<file path="config.mk">
export PLATFORM = sky130hd
export DESIGN_NAME = dsp_boot_seq
export DESIGN_NICKNAME = d
export VERILOG_FILES = /design/src/rtl/dsp_boot_seq_pkg.sv /design/src/rtl/dsp_boot_seq_sync_2ff.sv /design/src/rtl/dsp_boot_seq.sv
export SDC_FILE = /design/constraint.sdc
export NUM_CORES = 1
export LEC_CHECK = 0
export CAP_MARGIN = 25
export CORE_UTILIZATION = 30
export CTS_CLUSTER_DIAMETER = 80
export DETAILED_ROUTE_END_ITERATION = 12
export GPL_TIMING_DRIVEN = 1
export PLACE_DENSITY_LB_ADDON = 0.08
export SETUP_SLACK_MARGIN = 0.4
export SLEW_MARGIN = 0
export SYNTH_ARGS = -nofsm -noshare
export SYNTH_HDL_FRONTEND = slang
export SYNTH_SLANG_ARGS = --single-unit
</file>
<file path="constraint.sdc">
create_clock -name clk_sys -period 2.2 [get_ports clk_sys]
set_input_delay 0.44 -clock clk_sys [delete_from_list [all_inputs] [get_ports clk_sys]]
set_output_delay 0.44 -clock clk_sys [all_outputs]
set_load 0.01 [all_outputs]
</file>
<file path="src/rtl/dsp_boot_seq_pkg.sv">
// dsp_boot_pkg: state encoding and default strap constants shared with the board top.
package dsp_boot_pkg;
    typedef enum logic [2:0] {
        S_POR   = 3'd0,
        S_SETUP = 3'd1,
        S_HOLD  = 3'd2,
        S_WAIT  = 3'd3,
        S_RUN   = 3'd4,
        S_FAULT = 3'd5
    } state_e;
    localparam logic [12:0] BOOT_MODE_DEF = 13'b101_1100000_110;
    localparam logic        ENDIAN_DEF    = 1'b1;
endpackage

</file>
<file path="src/rtl/dsp_boot_seq_sync_2ff.sv">
// sync_2ff: two-flop synchronizer for one asynchronous level, reset to 0.
module sync_2ff (
    input  logic clk_sys,
    input  logic rst_sys_n,
    input  logic d,
    output logic q
);
    logic m;
    always_ff @(posedge clk_sys or negedge rst_sys_n)
        if (!rst_sys_n) {q, m} <= 2'b00;
        else {q, m} <= {m, d};
endmodule

</file>
<file path="src/rtl/dsp_boot_seq.sv">
// dsp_boot_seq: C6678 POR/RESETFULL and boot-strap sequencer with retry/fault handling.
// Optional DSP heartbeat supervision is enabled by defining DSP_HEARTBEAT_EN.
module dsp_boot_seq
    import dsp_boot_pkg::*;
#(
    parameter logic [12:0] BOOT_MODE = BOOT_MODE_DEF,
    parameter logic        ENDIAN    = ENDIAN_DEF,
    parameter int          T_POR     = 1000,
    parameter int          T_SETUP   = 200,
    parameter int          T_HOLD    = 200,
    parameter int          T_STAT_TO = 100000,
    parameter int          MAX_RETRY = 3,
    parameter int          CNT_W     = 20
`ifdef DSP_HEARTBEAT_EN
    , parameter int        T_HB      = 50_000_000
`endif
) (
    input  logic        clk_sys,
    input  logic        rst_sys_n,
    input  logic        boot_req,
    input  logic        dsp_rstn_state,
    output logic        dsp_porn,
    output logic        dsp_resetfulln,
    output logic        strap_oe,
    output logic [12:0] strap_val,
    output logic        endian_val,
    output logic        boot_done,
    output logic        boot_fault,
    output logic [1:0]  retry_cnt
`ifdef DSP_HEARTBEAT_EN
    , input  logic      dsp_hb,
    output logic        hb_lost
`endif
);
    localparam logic [1:0] MAXR = 2'(MAX_RETRY);
    state_e state, state_d;
    logic [CNT_W-1:0] timer, timer_d;
    logic [1:0] retry_d;
    logic rs, fail, hb_fail;
    sync_2ff u_sync_rs (.clk_sys(clk_sys), .rst_sys_n(rst_sys_n), .d(dsp_rstn_state), .q(rs));
    always_comb begin
        state_d = state;
        timer_d = timer - 1'b1;
        retry_d = retry_cnt;
        fail    = 1'b0;
        case (state)
            S_POR:   if (timer == '0) begin state_d = S_SETUP; timer_d = CNT_W'(T_SETUP - 1); end
            S_SETUP: if (timer == '0) begin state_d = S_HOLD; timer_d = CNT_W'(T_HOLD - 1); end
            S_HOLD:  if (timer == '0) begin state_d = S_WAIT; timer_d = CNT_W'(T_STAT_TO - 1); end
            S_WAIT:  if (rs) state_d = S_RUN; else fail = timer == '0;
            S_RUN:   if (boot_req) begin state_d = S_POR; timer_d = CNT_W'(T_POR - 1); retry_d = '0; end
                     else fail = !rs || hb_fail;
            S_FAULT: if (boot_req) begin state_d = S_POR; timer_d = CNT_W'(T_POR - 1); retry_d = '0; end
            default: begin state_d = S_POR; timer_d = CNT_W'(T_POR - 1); end
        endcase
        if (fail) begin
            state_d = (retry_cnt < MAXR) ? S_POR : S_FAULT;
            timer_d = CNT_W'(T_POR - 1);
            retry_d = (retry_cnt < MAXR) ? retry_cnt + 2'd1 : retry_cnt;
        end
    end
    // Pad controls are decoded from the next state so every output is a flop.
    always_ff @(posedge clk_sys or negedge rst_sys_n)
        if (!rst_sys_n) begin
            state          <= S_POR;
            timer          <= CNT_W'(T_POR - 1);
            dsp_porn       <= 1'b0;
            dsp_resetfulln <= 1'b0;
            strap_oe       <= 1'b1;
            strap_val      <= BOOT_MODE;
            endian_val     <= ENDIAN;
            boot_done      <= 1'b0;
            boot_fault     <= 1'b0;
            retry_cnt      <= 2'd0;
        end else begin
            state          <= state_d;
            timer          <= timer_d;
            dsp_porn       <= !(state_d inside {S_POR, S_FAULT});
            dsp_resetfulln <= state_d inside {S_HOLD, S_WAIT, S_RUN};
            strap_oe       <= state_d inside {S_POR, S_SETUP, S_HOLD};
            strap_val      <= BOOT_MODE;
            endian_val     <= ENDIAN;
            boot_done      <= state_d == S_RUN;
            boot_fault     <= state_d == S_FAULT;
            retry_cnt      <= retry_d;
        end
`ifdef DSP_HEARTBEAT_EN
    localparam int HB_W = $clog2(T_HB + 1);
    logic hb_s, hb_q, hb_set;
    logic [HB_W-1:0] hb_tmr;
    sync_2ff u_sync_hb (.clk_sys(clk_sys), .rst_sys_n(rst_sys_n), .d(dsp_hb), .q(hb_s));
    assign hb_fail = hb_tmr == '0 && hb_s == hb_q;
    assign hb_set  = state == S_RUN && !boot_req && rs && hb_fail;
    // hb_lost survives the reboot it causes and clears on the following S_POR entry.
    always_ff @(posedge clk_sys or negedge rst_sys_n)
        if (!rst_sys_n) begin
            hb_q    <= 1'b0;
            hb_tmr  <= HB_W'(T_HB - 1);
            hb_lost <= 1'b0;
        end else begin
            hb_q    <= hb_s;
            hb_tmr  <= (state != S_RUN || hb_s != hb_q) ? HB_W'(T_HB - 1) : (hb_tmr == '0) ? hb_tmr : hb_tmr - 1'b1;
            hb_lost <= hb_set || (hb_lost && !(state_d == S_POR && state != S_POR));
        end
`else
    assign hb_fail = 1'b0;
`endif
endmodule

</file>
# After elaboration in Yosys (flattened, before gate mapping)
# Cells that the tools add are included.
op_classes:
  add_sub_neg: 2
  n_mul: 0
  div: 0
  order_cmp: 1
  n_eq_ne: 11
  shift: 0
  n_mux: 20
  bitwise: 0
  reduce_logical: 13
op_table:
  columns: ["op", "count"]
  rows:
  - ["two-way mux 20 bit", 4]
  - ["case mux 20 bit (4 select lines)", 1]
  - ["two-way mux 3 bit", 7]
  - ["logical NOT 20 bit", 1]
  - ["subtractor 20 x 1 -> 20 bit (second input constant)", 1]
  - ["case mux 3 bit (5 select lines)", 1]
  - ["equality test 3 x 2 -> 1 bit (second input constant)", 4]
  - ["equality test 3 bit (second input constant)", 4]
  - ["two-way mux 2 bit", 4]
  - ["equality test 3 x 1 -> 1 bit (second input constant)", 2]
  - ["logical NOT 3 bit", 2]
  - ["nonzero test 2 bit", 3]
  - ["nonzero test 3 bit", 2]
  - ["OR reduction 2 bit", 2]
  - ["AND reduction 3 bit", 1]
  - ["adder 2 x 1 -> 2 bit (second input constant)", 1]
  - ["logical NOT 1 bit", 2]
  - ["< comparator 2 bit (second input constant)", 1]
  - ["two-way mux 1 bit", 2]
  - ["!= test 2 x 1 -> 1 bit (second input constant)", 1]
  - ["case mux 1 bit (2 select lines)", 1]
word_totals:
  reg_bits: 32
  latch_bits: 0
  ramBits: 0
  rom_bits: 0
  in_bits: 4
  output_inout_bits: 21
  wordCells: 57
  n_memories: 0

# Longest topological paths before layout
depth:
  ltp_word: 7
  mapped_depth: 8
  depth_no_buf: 8

# Modules after synthesis
# A second synthesis with hierarchy kept.
hier_totals:
  hier_cells: 207
  hier_area_um2: 1944.4
modules_own_cells:
  columns: ["mod", "n_inst", "cells_per_inst", "area_each_um2", "seq_area_each_um2"]
  rows:
  - ["dsp_boot_seq", 1, 205, 1894.3, 762.0]
  - ["sync_2ff", 1, 2, 50.0, 50.0]

# Worst setup path after synthesis
# OpenSTA, ideal clock, no wires.
synth_path:
  path_kind: "register to register"
  from: "reg timer[4]"
  to: "reg timer[13]"
  setup_time_ps: 133
  arrival_ps: 2191
  required_ps: 2067
  slack_ps: -124
  path_stages_with_launch: 7
  path_buffers: 1
  period_less_slack_ps: 2324
  cell_sequence: "dfrtp_1 -> or4_4 -> or4_4 -> buf_6 -> or4_4 -> xor2_1 -> nor2_2"
synth_between:
  elab_chain_len: 4
  word_cells_on_any_way: 9
  cone_classes: "add/sub (1); mux (7); reduce/logical (1)"
synth_lines:
  columns: ["item", "line", "source"]
  rows:
  - ["start, declared", "dsp_boot_seq.sv:37", "logic [CNT_W-1:0] timer, timer_d;"]
  - ["start signal, assigned", "dsp_boot_seq.sv:66", "timer <= CNT_W'(T_POR - 1);"]
  - ["start signal, assigned", "dsp_boot_seq.sv:77", "timer <= timer_d;"]
  - ["subtractor 20 x 1 -> 20 bit / logical NOT 20 bit (equally long branches)", null, null]
  - ["two-way mux 20 bit, or another cell as far along", "dsp_boot_seq.sv:51, dsp_boot_seq.sv:53", null]
  - ["case mux 20 bit (4 select lines) / case mux 1 bit (2 select lines) (equally long branches)", "dsp_boot_seq.sv:46", "case (state)"]
  - ["two-way mux 20 bit (*)", "dsp_boot_seq.sv:56", "if (fail) begin"]
  - ["via timer_d[13]", "dsp_boot_seq.sv:37", null]
# Mark *: on every way through the listed nets, which the timed path passes. The rest lies on a longest branch.
# A chain may end at the register's enable or synchronous reset.

# Worst setup path after layout
layout_path:
  from: "reg timer[6]"
  to: "reg timer[13]"
# Same word-level chain as after synthesis.

==> reports/summary.md <==
The startpoint identified for the worst hold timing path is u_sync_rs.m. Counting distinct cell types in the post-synthesis netlist gives 44. Wires add up to 4570 um. Mean number of vias per cell: 4.95.

STA classifies the critical path endpoint as a flop. The number of flip-flops in the largest register was 20; the multiplexer share of the synthesized area was 0.0167. The cell row count is 27.

The worst hold path terminates at u_sync_rs.q. For the count of clock tree sinks, the log shows 32. The delay contributed by the slowest stage of the critical path was 0.53 ns.

Summed over all layers, the global routing overflow is 0. STA classifies the critical path startpoint as a flop. Proportion of synthesized flip-flops having asynchronous set or reset: 1.00. The multi-input gate area in the final layout was 0.00116 mm2. TritonCTS built the clock tree.

The power per standard cell area was 412 mW/mm2; the clock transition at the register clock pins on the worst setup and hold paths after CTS was 0.06 ns. Post-route core utilization: 0.470. The final-stage net count was 251; the weighted congestion at the end of routability-driven global placement was 0.805. In this run the remaining antenna-violating nets after routing total 0. The count of final hold-check violations was 0. The initial core utilization is 0.319.

The simple logic cell fraction of the synthesized area was 0.224; the power after layout was 0.00109 W. Xor and xnor area share after synthesis: 0.0778. The floorplan step set the die height to 79.5 um. Once detailed placement completed, the half-perimeter wirelength came to 3040 um. The remaining design rule violation count came out at 0. Main combinational cell family by area after synthesis: simple AND/OR/NAND/NOR gates. Time the worst path needs with I/O delays and setup: 2.17 ns.

Counting flops and latches in the post-synthesis netlist gives 32. Registers take 812 um2. The standard cell area after detailed placement is 0.00210 mm2.

The type of the worst setup path was reg -> reg. The number of global-route vias before repair is 1564, and the post-route standard cell area excluding fillers is 0.00265 mm2. Layout-stage area growth over the synthesis result: 47.4%.

In this run the clock root is driven by a clkbuf_8. For the level count of the clock H-tree, the log shows 2. The die covers 0.00632 mm2.

The post-synthesis compound-gate area fraction is 0.122. The share of cells above drive strength 1 came out at 0.419. In this run the worst hold path is classified as reg -> reg. The signal on the critical path passes through or4_4 -> or4_4 -> or4_4 -> xor2_2 -> nor2_2.

The number of antenna violations at the first check in global routing is 0, and the hold buffer count at CTS is 0. The worst hold path passes through 0 cells. The tools report the number of inserted diodes as 0.

Entering global routing, the biggest net connects 33 pins. The final number of max-transition violations is 0, and the placeable core area is 0.00564 mm2. Setup violations remaining at the end of the flow were counted as 0. In the final layout, the registers with the most flip-flops are timer: 20 flops, state: 3 flops, retry_cnt: 2 flops.

The tools report the iteration-0 DRC count of the detailed router as 96. Clock latency on the worst-skew pair, taken at its later pin, is 0.29 ns. Dividing the synthesized area by the synthesized cell count gives 9.38 um2.

The hold slack was 0.351 ns. The tools report the fmax as 461 MHz. For the sequential area share after synthesis, the log shows 0.451. For the total via count in the routed design, the log shows 1575. The tools report the top-level I/O count as 25. The largest register by flop count was timer. For the post-synthesis cell area, the log shows 0.00180 mm2. The run gives 2.39 ns as the arrival time of the worst setup path.

Setup repair after global routing could not meet its margin everywhere. In the final routed layout, each cell accounts on average for 14.4 um. Critical register-to-register path endpoint: timer[13]. For the required time of the critical path, the log shows 2.42 ns.

The setup check on the worst reg-to-reg path leaves a slack of 0.03 ns. Along the worst path, the maximum fanout reaches 4. The final cycle utilization of the critical path works out to 0.987. For this run, the leading register cell type out of synthesis is dfrtp_1. The flow ran to the end, and the final reports show no timing, DRC or antenna violations. In this run the deepest clock path goes through 2 buffers. During placement, the flow inserted port buffers numbering 10. The number of CTS-inserted buffers is 5.

The first global-routing pass estimated 7380 um of wire. The x dimension of the die was 79.5 um. The slowest stage of the critical path belongs to the cell or4_4. The maximum clock skew at final layout is 0.00487 ns, and the number of warnings reported in the yosys synthesis log is 0.

The tools report the synthesized netlist cell count as 192. The run gives 521 as the number of filler instances in the final layout. For this design the static power due to leakage is 1.14 nW. The tools report the first-pass iteration count of the detailed router as 4.

Max-cap violations in this run came to 0. The run gives 0.270 mV as the peak ir drop on the vdd network. For the total global routing track utilization, the log shows 0.156.

The depth of the worst register-to-register path works out to 5. Reg-to-reg critical path startpoint: timer[6]. The number of enable-type register cells in the synthesized netlist is 0. For the final routed database, the setup TNS stands at 0 ns.

The area share of fa/ha/maj cells after synthesis was 0.0139. The cell occurring most often along the worst timing path is or4_4.
critical path: cells and delay by family (launching register included):
family / cells / cell delay [ns]
AND/OR/NAND/NOR: 4 / 1.57
flip-flops: 1 / 0.37
XOR/XNOR: 1 / 0.16
cell usage in the layout, fill, tap and decap left out, drive strengths merged, types with 2 or more instances in the layout:
cell type	netlist	final
a211oi	2	2
a21oi	6	6
a221oi	2	2
a31oi	3	3
buf	15	43
clkbuf	4	8
clkdlybuf4s50	0	9
conb	2	14
dfrtp	23	23
dfstp	9	9
ha	2	2
inv	8	8
mux2i	3	3
nand2	16	16
nand2b	4	4
nand3	5	5
nand4	2	2
nor2	24	24
nor2b	2	2
nor3	5	5
nor3b	2	2
nor4	8	8
o21ai	7	7
o22ai	2	2
o31ai	2	2
or3	2	2
or3b	2	2
or4	4	4
xnor2	13	13
xor2	3	3
per-layer routing:
| metal | vias up | part of all wire | global-route usage |
|---|---|---|---|
| met1 | 777 | 0.43 | 0.184 |
| met5 | - | 0 | 0 |
| met4 | 0 | 0.023 | 0.0655 |
| li1 | 753 | - | - |
| met3 | 8 | 0.038 | 0.0400 |
| met2 | 37 | 0.51 | 0.265 |
what timing repair did:
action	in CTS	in global routing
resized for setup	35	33
pin swaps	13	17
setup endpoints to repair	30	31
buffers inserted	12	7
stage by stage:
stage / std cells / setup WS, ns
3_5_place_dp: 291 / -0.0327
4_1_cts: 311 / 0.00598
3_3_place_gp: 291 / -0.0104
6_report: 318 / 0.0292
5_1_grt: 318 / -0.0152
2_1_floorplan: 204 / -0.0749
worst max-delay path by stage:
stage,start,to,slack (ns),depth (start not counted)
2_1_floorplan,timer[7],timer[13],-0.07,6
3_3_place_gp,timer[7],timer[13],-0.01,5
3_5_place_dp,timer[7],timer[13],-0.03,5
4_1_cts,timer[1],timer[13],0.006,5
5_1_grt,timer[6],timer[13],-0.02,5
6_report,timer[6],timer[13],0.03,5
cell families (layout without fill, tap and decap cells):
logic type      after synthesis  in the layout
simple gates                 78             78
mux                           3              3
fa+ha+maj                     2              2
flops                        32             32
xor+xnor                     16             16
other cells                   2             14
compound gates               32             32
buf+inv                      27             69
cell usage after synthesis (4+ instances only):
cell      instances  share of area
dfrtp_1          23           0.32
nor2_1           23          0.048
nand2_1          16          0.033
buf_4            14          0.058
xnor2_1          13          0.063
dfstp_2           9           0.13
inv_1             8          0.017
nor4_1            8          0.028
a21oi_1           6          0.017
o21ai_0           6          0.017
nand3_1           5          0.014
nor3_1            5          0.014
clkbuf_1          4         0.0083
nand2b_1          4          0.014
layout make-up:
cell class | count | area share
multi-input combinational | 145 | 0.438
sequential | 32 | 0.306
timing repair buffer | 53 | 0.176
clock buffer | 8 | 0.0339
tap | 72 | 0.0339
inverter | 8 | 0.0123
report_power, final:
group	total [W]	switching, W	internal (W)	leakage [nW]
Sequential	0.000594	0.00000316	0.000591	0.380
Clock	0.000464	0.000210	0.000255	0.0455
Combinational	0.0000340	0.0000256	0.00000842	0.716
Total	0.00109	0.000238	0.000854	1.14
No activity file was read; power rests on OpenSTA's default activity.
